--- src/rtl/uart_cmd_master.sv ---
// Host-side command master for a UART register bridge: queues host requests, issues command
// words to the UART stage and returns read data with parity/timeout status.
`timescale 1ns/1ps
module uart_cmd_master #(
  parameter int unsigned CMD_WIDTH  = 16,
  parameter int unsigned READ_WIDTH = 8,
  parameter int unsigned FIFO_DEPTH = 4,
  parameter int unsigned TIMEOUT    = 65535
) (
  input  logic                              clk,
  input  logic                              rst,
  input  logic                              req_vld,
  output logic                              req_rdy,
  input  logic                              req_wr,
  input  logic [CMD_WIDTH-READ_WIDTH-2:0]   req_addr,
  input  logic [READ_WIDTH-1:0]             req_wdata,
  output logic [CMD_WIDTH-1:0]              cmd_in,
  output logic                              cmd_vld,
  input  logic                              cmd_rdy,
  input  logic                              read_rdy,
  input  logic [READ_WIDTH:0]               read_data,
  output logic                              resp_vld,
  input  logic                              resp_rdy,
  output logic [READ_WIDTH-1:0]             resp_data,
  output logic [1:0]                        resp_err,
  output logic                              busy,
  output logic                              stray_rd
);

  localparam int unsigned AW = CMD_WIDTH - READ_WIDTH - 1;
  localparam int unsigned PW = $clog2(FIFO_DEPTH);
  localparam int unsigned TW = $clog2(TIMEOUT + 1);

  typedef enum logic [1:0] {StIdle, StSend, StWaitRd, StResp} state_e;

  state_e                  state_q, state_d;
  logic [CMD_WIDTH-1:0]    mem_q [FIFO_DEPTH];
  logic [PW-1:0]           wr_ptr_q, rd_ptr_q;
  logic [PW:0]             count_q;
  logic                    push, pop, full;
  logic [CMD_WIDTH-1:0]    head;
  logic [CMD_WIDTH-1:0]    cmd_in_q, cmd_in_d;
  logic                    cmd_vld_q, cmd_vld_d;
  logic                    resp_vld_q, resp_vld_d;
  logic [READ_WIDTH-1:0]   resp_data_q, resp_data_d;
  logic [1:0]              resp_err_q, resp_err_d;
  logic [TW-1:0]           timer_q, timer_d;
  logic                    stray_rd_q;

  assign full    = (count_q == (PW+1)'(FIFO_DEPTH));
  assign req_rdy = !full;
  assign push    = req_vld && req_rdy;
  assign head    = mem_q[rd_ptr_q];

  always_ff @(posedge clk) begin
    if (push) mem_q[wr_ptr_q] <= {req_wr, req_addr, req_wdata};
  end

  always_ff @(posedge clk or posedge rst) begin
    if (rst) begin
      wr_ptr_q <= '0;
      rd_ptr_q <= '0;
      count_q  <= '0;
    end else begin
      if (push) wr_ptr_q <= wr_ptr_q + 1'b1;
      if (pop)  rd_ptr_q <= rd_ptr_q + 1'b1;
      case ({push, pop})
        2'b10:   count_q <= count_q + 1'b1;
        2'b01:   count_q <= count_q - 1'b1;
        default: count_q <= count_q;
      endcase
    end
  end

  // cmd_vld rises one cycle after entering SEND, giving the two-edge request latency.
  always_comb begin
    state_d     = state_q;
    pop         = 1'b0;
    cmd_in_d    = cmd_in_q;
    cmd_vld_d   = 1'b0;
    resp_vld_d  = 1'b0;
    resp_data_d = resp_data_q;
    resp_err_d  = resp_err_q;
    timer_d     = timer_q;
    unique case (state_q)
      StIdle: begin
        if (count_q != '0) begin
          pop      = 1'b1;
          cmd_in_d = {~head[CMD_WIDTH-1], head[CMD_WIDTH-2 -: AW],
                      head[CMD_WIDTH-1] ? head[READ_WIDTH-1:0] : {READ_WIDTH{1'b0}}};
          state_d  = StSend;
        end
      end
      StSend: begin
        if (cmd_vld_q && cmd_rdy) begin
          timer_d = '0;
          state_d = cmd_in_q[CMD_WIDTH-1] ? StWaitRd : StIdle;
        end else begin
          cmd_vld_d = 1'b1;
        end
      end
      StWaitRd: begin
        if (read_rdy) begin
          resp_data_d = read_data[READ_WIDTH-1:0];
          resp_err_d  = (^read_data) ? 2'b00 : 2'b01;
          resp_vld_d  = 1'b1;
          state_d     = StResp;
        end else if (timer_q == TW'(TIMEOUT - 1)) begin
          resp_data_d = '0;
          resp_err_d  = 2'b10;
          resp_vld_d  = 1'b1;
          state_d     = StResp;
        end else begin
          timer_d = timer_q + 1'b1;
        end
      end
      StResp: begin
        if (resp_rdy) state_d = StIdle;
        else          resp_vld_d = 1'b1;
      end
      default: state_d = StIdle;
    endcase
  end

  always_ff @(posedge clk or posedge rst) begin
    if (rst) begin
      state_q     <= StIdle;
      cmd_in_q    <= '0;
      cmd_vld_q   <= 1'b0;
      resp_vld_q  <= 1'b0;
      resp_data_q <= '0;
      resp_err_q  <= 2'b00;
      timer_q     <= '0;
      stray_rd_q  <= 1'b0;
    end else begin
      state_q     <= state_d;
      cmd_in_q    <= cmd_in_d;
      cmd_vld_q   <= cmd_vld_d;
      resp_vld_q  <= resp_vld_d;
      resp_data_q <= resp_data_d;
      resp_err_q  <= resp_err_d;
      timer_q     <= timer_d;
      if (read_rdy && state_q != StWaitRd) stray_rd_q <= 1'b1;
    end
  end

  assign cmd_in    = cmd_in_q;
  assign cmd_vld   = cmd_vld_q;
  assign resp_vld  = resp_vld_q;
  assign resp_data = resp_data_q;
  assign resp_err  = resp_err_q;
  assign stray_rd  = stray_rd_q;
  assign busy      = (state_q != StIdle) || (count_q != '0);

endmodule

--- config.mk ---
export PLATFORM = sky130hd
export DESIGN_NAME = uart_cmd_master
export DESIGN_NICKNAME = d
export VERILOG_FILES = /design/src/rtl/uart_cmd_master.sv
export SDC_FILE = /design/constraint.sdc
export NUM_CORES = 1
export LEC_CHECK = 0
export ABC_AREA = 1
export CAP_MARGIN = 0
export CORE_ASPECT_RATIO = 1.4
export CORE_UTILIZATION = 45
export CTS_BUF_LIST = sky130_fd_sc_hd__clkbuf_16
export DETAILED_ROUTE_END_ITERATION = 8
export PLACE_DENSITY = 0.66
export SYNTH_ARGS = -nofsm -noshare
export SYNTH_HDL_FRONTEND = slang
export SYNTH_SLANG_ARGS = --single-unit
--- constraint.sdc ---
create_clock -name clk -period 4.9 [get_ports clk]
set_input_delay 0.735 -clock clk [delete_from_list [all_inputs] [get_ports clk]]
set_output_delay 0.735 -clock clk [all_outputs]
set_load 0.02 [all_outputs]
# Word-level counts from Yosys, hierarchy flattened
# Memories as Yosys holds them, arrays and structs flattened.
# Index checks and enable logic that the tools add are counted.
# totals
ram_bits,64
memories,1
mem_bits_ro,0
latchBits,0
ff_bits,54
# mem_list
memory,words,word_bits,rd,rd_ports_with_merged_regs,wr,line,rtl
mem_q,4,16,1,0,1,37,logic [CMD_WIDTH-1:0] mem_q [FIFO_DEPTH];
# op_classes
magnitude_cmp,0
n_addsub,5
mux,28
n_shift,0
n_reduce_logical,16
eq_ne,14
n_bitwise,1
mul,0
div,0
# ops
operator,count
16-bit two-way mux,3
16-bit one-hot mux with 2 select lines,1
8-bit two-way mux,3
16-bit by 1-bit adder with 16-bit output (second input constant),1
16-bit equality test (second input constant),1
2-bit two-way mux,8
2-bit inequality test (second input constant),6
1-bit two-way mux,10
9-bit XOR reduction,1
2-bit one-hot mux with 4 select lines,1
4-bit AND reduction,2
2-bit nonzero test,4
2-bit equality test (second input constant),3
3-bit one-hot mux with 2 select lines,1
2-bit by 1-bit adder with 2-bit output (second input constant),2
2-bit by 1-bit equality test with 1-bit output (second input constant),2
2-bit AND reduction,2
3-bit by 1-bit adder with 3-bit output (second input constant),1
3-bit equality test (second input constant),1
1-bit logical AND,3
3-bit inequality test (second input constant),1
3-bit nonzero test,1
3-bit by 1-bit subtractor with 3-bit output (second input constant),1
2-bit logical NOT,1
4 further kinds,4

# Longest topological paths before layout
# Gate-level depths: netlist (run 1).
# depth
ltp_word,5
ltp_mapped,11
mapped_depth_nobuf,11

# Worst setup path after synthesis (run 1)
# OpenSTA, ideal clock, no wires.
# synth_path
path_type,register -> register
from,register count_q[0]
to,register count_q[2]
path_slack_ns,2.846
synth_period_minus_slack_ns,2.054
arrival_ns,1.923
required_ns,4.769
stages_incl_launch_ff,11
path_cell_list,dfrtp_1 -> inv_1 -> nand3_1 -> nand2_2 -> inv_2 -> buf_2 -> ha_1 -> fa_1 -> a21oi_1 -> o21ai_0 -> xor2_1
# synth_between
elab_chain_len,5
word_cells_on_any_way,12
# synth_rtl
item,line,rtl
"start, declared",39,logic [PW:0] count_q;
"start signal, assigned",68,2'b10: count_q <= count_q + 1'b1;
"start signal, assigned",69,2'b01: count_q <= count_q - 1'b1;
"start signal, assigned",70,default: count_q <= count_q;
3-bit nonzero test *,87,if (count_q != '0) begin
1-bit two-way mux *,87,
1-bit two-way mux *,85,unique case (state_q)
via pop,40,"logic push, pop, full;"
2-bit by 1-bit equality test with 1-bit output or 2-bit equality test (tied branches),67,"case ({push, pop})"
3-bit one-hot mux with 2 select lines or 2-bit nonzero test (tied branches),n/a,
# Mark *: on every way through the listed nets, which the timed path passes. The rest lies on a longest branch.
# A chain may end at the register's enable or synchronous reset.

# Final worst setup path (run 1)
# layout_path
from,register count_q[0]
to,output port busy
# layout_between
elab_chain_len,2
# layout_rtl
item,line,rtl
3-bit nonzero test,153,assign busy = (state_q != StIdle) || (count_q != '0);
1-bit logical OR,153,
"end, declared",26,"output logic busy,"
# No other way between the ends.

==> results of run 1 <==
[registers in the layout, summed over array words and instances, names as in the netlist, 2 cells and up, named ones only]
| register | cells |
|---|---|
| timer_q | 16 |
| wr_ptr_q | 2 |
| resp_err | 2 |
| cmd_in | 16 |
| rd_ptr_q | 2 |
| mem_q | 64 |
| resp_data | 8 |
| count_q | 3 |
[metrics by stage]
stage	total power, mW	util	cells	cell area (um2)
after floorplan	2.33	-	526	5250
after global placement	2.71	0.528	721	5980
after detailed placement	2.75	0.528	721	5980
after CTS	3.90	0.576	752	6530
after global routing	4.11	0.576	752	6530
final	3.86	0.576	752	6530
[layout make-up]
cell class                 instances  area, um2
fill                             953       4800
inverter                          44        166
sequential                       118       3270
multi-input combinational        349       1720
clock buffer                      17        425
clock inverter                    14        124
timing repair buffer              66        648
tap                              144        180
[power by group]
part	internal, mW	switching (mW)
combinational	0.476	0.748
sequential	1.31	0.176
clock	0.731	0.411
[layout by cell type, fill, tap and decap left out, types with 7 or more instances in the layout]
cell / Yosys / routed
nand2_1: 142 / 142
o21ai_0: 34 / 34
a21oi_1: 12 / 12
a31oi_1: 7 / 7
nor2_1: 75 / 75
inv_2: 7 / 8
a32o_1: 8 / 8
xor2_1: 11 / 11
clkbuf_16: 0 / 17
nand3_1: 19 / 19
ha_1: 7 / 7
inv_1: 36 / 39
clkdlybuf4s50_1: 0 / 61
dfrtp_1: 54 / 54
edfxtp_1: 64 / 64
[cells by family after synthesis]
| group | count (synthesis) | synth area share |
|---|---|---|
| compound gates | 72 | 0.0811 |
| xor+xnor | 15 | 0.0250 |
| fa+ha+maj | 8 | 0.0205 |
| buf+inv | 59 | 0.0489 |
| flops | 118 | 0.624 |
| simple gates | 254 | 0.201 |
[worst max-delay path, delay by kind of cell (launching register included)]
| family | cells | cell delay [ns] |
|---|---|---|
| buffers and inverters | 3 | 0.71 |
| and+or+nand+nor | 2 | 0.43 |
| DFF | 1 | 0.42 |
[worst max path at each step]
stage,from,end,slack (ns),cells past startpoint
6_report,count_q[0],busy,2.20,5
5_1_grt,count_q[1],busy,2.05,5
4_1_cts,count_q[0],busy,2.14,5
3_3_place_gp,req_vld,count_q[2],2.35,7
2_1_floorplan,rst,async pin,2.85,1
3_5_place_dp,req_vld,count_q[2],2.31,7
[routing by layer]
layer / GRT usage / vias up / share of wire / routed length (um)
li1: - / 1889 / - / -
met1: 0.215 / 1781 / 0.41 / 4220
met2: 0.339 / 83 / 0.54 / 5610
met3: 0.0490 / 9 / 0.041 / 430
met4: 0.0778 / 0 / 0.011 / 117
met5: 0 / - / 0 / 0
[synthesized netlist by cell type (all sizes together), types with 4 or more instances]
cell type	count
buf	12
inv	43
nor2	79
xor2	11
dfrtp	54
xnor2	4
nand3	21
edfxtp	64
nand2	145
o21ai	40
a32o	8
a21oi	13
ha	7
a31oi	7
==> flow_metrics.py, run 1 <==
metrics = {
    "drt": {
        "drtAntennaViolNets": 0,
        "wl_mm": 10.4,
        "via_count": 3762,
        "firstDrtPassIters": 4,
        "drcViolationCount": 0,
        "wire_per_inst_um": 13.8,
        "viasPerCell": 5.00,
        "drt_iter0_drc": 214,
    },
    "synthesis": {
        "avgSynthCellArea_um2": 9.97,
        "ys_async_sr_fraction": 0.458,
        "yosys.area.top_type_share": 0.366,
        "synth_seq_cells": 118,
        "ys.flop_type": "edfxtp_1",
        "yosysSeqAreaShare": 0.624,
        "syn_nets": 565,
        "syn-cell-area_mm2": 0.00525,
        "synth-warning-count": 0,
        "synth_cell_types": 36,
        "synth_edf_count": 64,
        "synthCells": 526,
        "yosysTopAreaCell": "edfxtp_1",
        "ys_top_cells_by_area": "edfxtp_1 37%, dfrtp_1 26%, nand2_1 10%",
    },
    "global_routing": {
        "antenna_found_initial": 0,
        "grt_usage": 0.190,
        "grt_pass1_wl_mm": 17.4,
        "grt_max_degree": 55,
        "grt-ovfl-total": 0,
        "grt_pass1_vias": 3800,
    },
    "pwr": {
        "ir_drop_mv": 0.283,
        "p_per_area_mw_per_mm2": 590,
        "leakage_nw": 2.72,
    },
    "final_layout": {
        "syn2layout_area_growth_pct": 24.5,
        "drive_gt1_frac": 0.0888,
        "diodes": 0,
        "nets": 635,
    },
    "timing": {
        "holdWs_ns": 0.471,
        "fin_crit_sh": 0.551,
        "drv_slew": 0,
        "finalWorstSetupSlack_ns": 2.20,
        "tightestPinTransition_ns": 1.11,
        "rsz0062_at_grt": "false",
        "clock_skew_ns": 0.00805,
        "slew_headroom": 0.257,
        "setup_violations": 0,
        "max_freq_mhz": 370,
        "fin_setup_tns_ns": 0,
        "finalHoldViolations": 0,
        "period_needed_ns": 2.70,
    },
    "setup_path": {
        "worstSetupPathType": "reg -> out",
        "reg2reg_slack_ns": 2.36,
        "critPathMaxFanout": 3,
        "crit_chain": "inv_1 > nand3_1 > nor3_1 > inv_1 > clkdlybuf4s50_1",
        "critPathLaunchType": "register",
        "reg2reg_from": "rd_ptr_q[0]",
        "r2r-end": "cmd_in[5]",
        "crit_path_frequent_cell": "inv_1",
        "cp_data_arrival_time_ns": 1.96,
        "required_ns": 4.16,
        "slowest_stage": "clkdlybuf4s50_1",
        "slowest_delay_ns": 0.54,
        "r2r_cells": 5,
        "cp-end-kind": "output port",
    },
    "floorplan": {
        "initial_core_util": 0.463,
        "io_pins": 62,
        "die_w_um": 93.3,
        "die_area_mm2": 0.0121,
        "rows": 46,
        "coreArea_mm2": 0.0113,
        "chipHeight_um": 130,
    },
    "clock_network": {
        "cts-root-buf": "clkbuf_16",
        "cts_tree": "done",
        "htreeDepth": 4,
        "post-cts-setup-buffers": 0,
        "clock_latency_ns": 0.40,
        "cts_sinks": 118,
        "clk_path_buf_depth": 2,
        "cts_buffers": 17,
        "post_cts_resized": 0,
        "clk_pin_slew_worst_paths_ns": 0.05,
        "cts_hold_buffers": 0,
    },
    "placed_design": {
        "post-dp-hpwl_mm": 6.89,
        "place_ws_ns": 2.31,
        "globalplace.congestion": 0.852,
        "io_buffer_count": 61,
    },
    "flow_run": {
        "cap_violations": 0,
    },
    "min_path": {
        "min_path_type": "reg -> reg",
        "hp-start": "resp_data[3]",
        "whs_endpoint": "resp_data[3]",
        "worstHoldPathCells": 2,
    },
    "outcome": {
        "status": "finished, final reports clean",
    },
}
(Power assumes the default switching activity.)
==> inputs of run 2 (changes only) <==
==> constraint.sdc (replaced) <==
create_clock -name clk -period 2.5 [get_ports clk]
set_input_delay 0.375 -clock clk [delete_from_list [all_inputs] [get_ports clk]]
set_output_delay 0.375 -clock clk [all_outputs]
set_load 0.02 [all_outputs]
==> flow_metrics.py, run 2 (synthesis results as in run 1) <==
metrics = {
    "global_routing": {
        "grt_max_degree": 55,
        "grt_pass1_vias": 3700,
        "grt_usage": 0.192,
        "grt_pass1_wl_mm": 17.6,
        "antenna_found_initial": 0,
        "grt-ovfl-total": 0,
    },
    "placed_design": {
        "numPlacedInstances": 729,
        "post-dp-hpwl_mm": 7.11,
        "globalplace.congestion": 0.837,
        "io_buffer_count": 61,
    },
    "floorplan": {
        "chipHeight_um": 130,
        "die_w_um": 93.3,
        "coreArea_mm2": 0.0113,
        "initial_core_util": 0.463,
        "rows": 46,
        "die_area_mm2": 0.0121,
        "io_pins": 62,
    },
    "setup_path": {
        "critPathBufInv": 3,
        "slowest_stage": "clkdlybuf4s50_1",
        "crit_chain": "inv_1 > nand3_1 > nor3_1 > inv_1 > clkdlybuf4s50_1",
        "cp_top_family": "buffers and inverters",
        "critPathLaunchType": "register",
        "worstSetupPathType": "reg -> out",
        "crit_path_frequent_cell": "inv_1",
        "cp_data_arrival_time_ns": 1.94,
        "required_ns": 2.12,
        "cp-end-kind": "output port",
        "critPathMaxFanout": 3,
        "slowest_delay_ns": 0.54,
    },
    "pwr": {
        "leakage_nw": 2.78,
        "p_per_area_mw_per_mm2": 1200,
        "ir_drop_mv": 0.687,
    },
    "clock_network": {
        "clock_latency_ns": 0.41,
        "clk_pin_slew_worst_paths_ns": 0.06,
        "htreeDepth": 4,
        "clk_path_buf_depth": 2,
        "cts_buffers": 17,
        "cts_hold_buffers": 0,
        "post_cts_resized": 0,
        "cts-root-buf": "clkbuf_16",
        "cts_tree": "done",
        "cts_sinks": 118,
        "post-cts-setup-buffers": 0,
    },
    "final_layout": {
        "largest_reg_flops": 64,
        "top_register": "mem_q",
        "fillers": 955,
        "drive_gt1_frac": 0.107,
        "diodes": 0,
        "final_cell_mix": "142 x nand2_1, 75 x nor2_1, 64 x edfxtp_1",
        "syn2layout_area_growth_pct": 27.5,
        "nets": 643,
        "layout.cells.most_common": "nand2_1",
        "final_cells": 761,
    },
    "drt": {
        "wl_mm": 10.6,
        "viasPerCell": 5.00,
        "via_count": 3807,
        "firstDrtPassIters": 4,
        "drt_iter0_drc": 138,
        "drtAntennaViolNets": 0,
        "wire_per_inst_um": 13.9,
        "drcViolationCount": 0,
    },
    "timing": {
        "fin_crit_sh": 0.927,
        "fin_setup_tns_ns": 0,
        "finalHoldViolations": 0,
        "tightestPinTransition_ns": 0.337,
        "setup_violations": 0,
        "slew_headroom": 0.775,
        "period_needed_ns": 2.32,
        "clock_skew_ns": 0.00986,
        "drv_slew": 0,
        "max_freq_mhz": 431,
        "rsz0062_at_grt": "false",
    },
    "min_path": {
        "min_path_type": "in -> async",
    },
    "flow_run": {
        "cap_violations": 0,
    },
    "outcome": {
        "status": "finished, final reports clean",
    },
}
==> run 2: power by group <==
part	total, mW	internal [mW]	leakage [nW]	switching (mW)
Combinational	2.62	1.01	1.21	1.61
Clock	2.56	1.67	0.302	0.886
Sequential	2.82	2.58	1.27	0.244
==> run 2: layer usage <==
metal	share of wire	vias to the layer above	GRT usage
li1	-	1902	-
met1	0.41	1835	0.222
met2	0.55	63	0.350
met3	0.025	7	0.0460
met4	0.0075	0	0.0597
met5	0	-	0
==> run 2: final timing paths <==
check / startpoint / to / slack, ns / cells after the start
setup / recovery: count_q[0] / busy / 0.18 / 5
min in group clk: resp_data[3] / resp_data[3] / 0.48 / 2
max in group asynchronous: rst / resp_data[3] / 1.90 / 3
hold reg to reg: resp_data[3] / resp_data[3] / 0.48 / 2
hold / removal: rst / cmd_in[9] / 0.34 / 3
setup reg to reg: count_q[0] / count_q[2] / 0.44 / 9
==> run 2: worst min-delay path, cell delays in order <==
cell and delay (ns):
clkdlybuf4s50_1 0.41, inv_2 0.07, buf_12 0.27
==> run 2: final cells by class <==
type / instances / area [um2] / area share
flip-flops and latches: 118 / 3270 / 0.490
multi-input cells: 349 / 1720 / 0.257
repair buffers: 74 / 721 / 0.108
clock buffers: 17 / 425 / 0.0636
clock inverters: 15 / 204 / 0.0305
well taps: 144 / 180 / 0.0269
inverters: 44 / 166 / 0.0249
==> run 2: metrics by stage <==
stage / hold slack, ns / total power, mW / setup WS (ns) / util / cell area [um2]
floorplan: 0.474 / 4.56 / 0.446 / - / 5250
global placement: 0.458 / 5.40 / 0.373 / 0.534 / 6060
detailed placement: 0.461 / 5.49 / 0.335 / 0.534 / 6060
CTS: 0.350 / 8.09 / 0.179 / 0.590 / 6690
global route: 0.365 / 8.51 / 0.0802 / 0.590 / 6690
finish: 0.338 / 8.01 / 0.182 / 0.590 / 6690
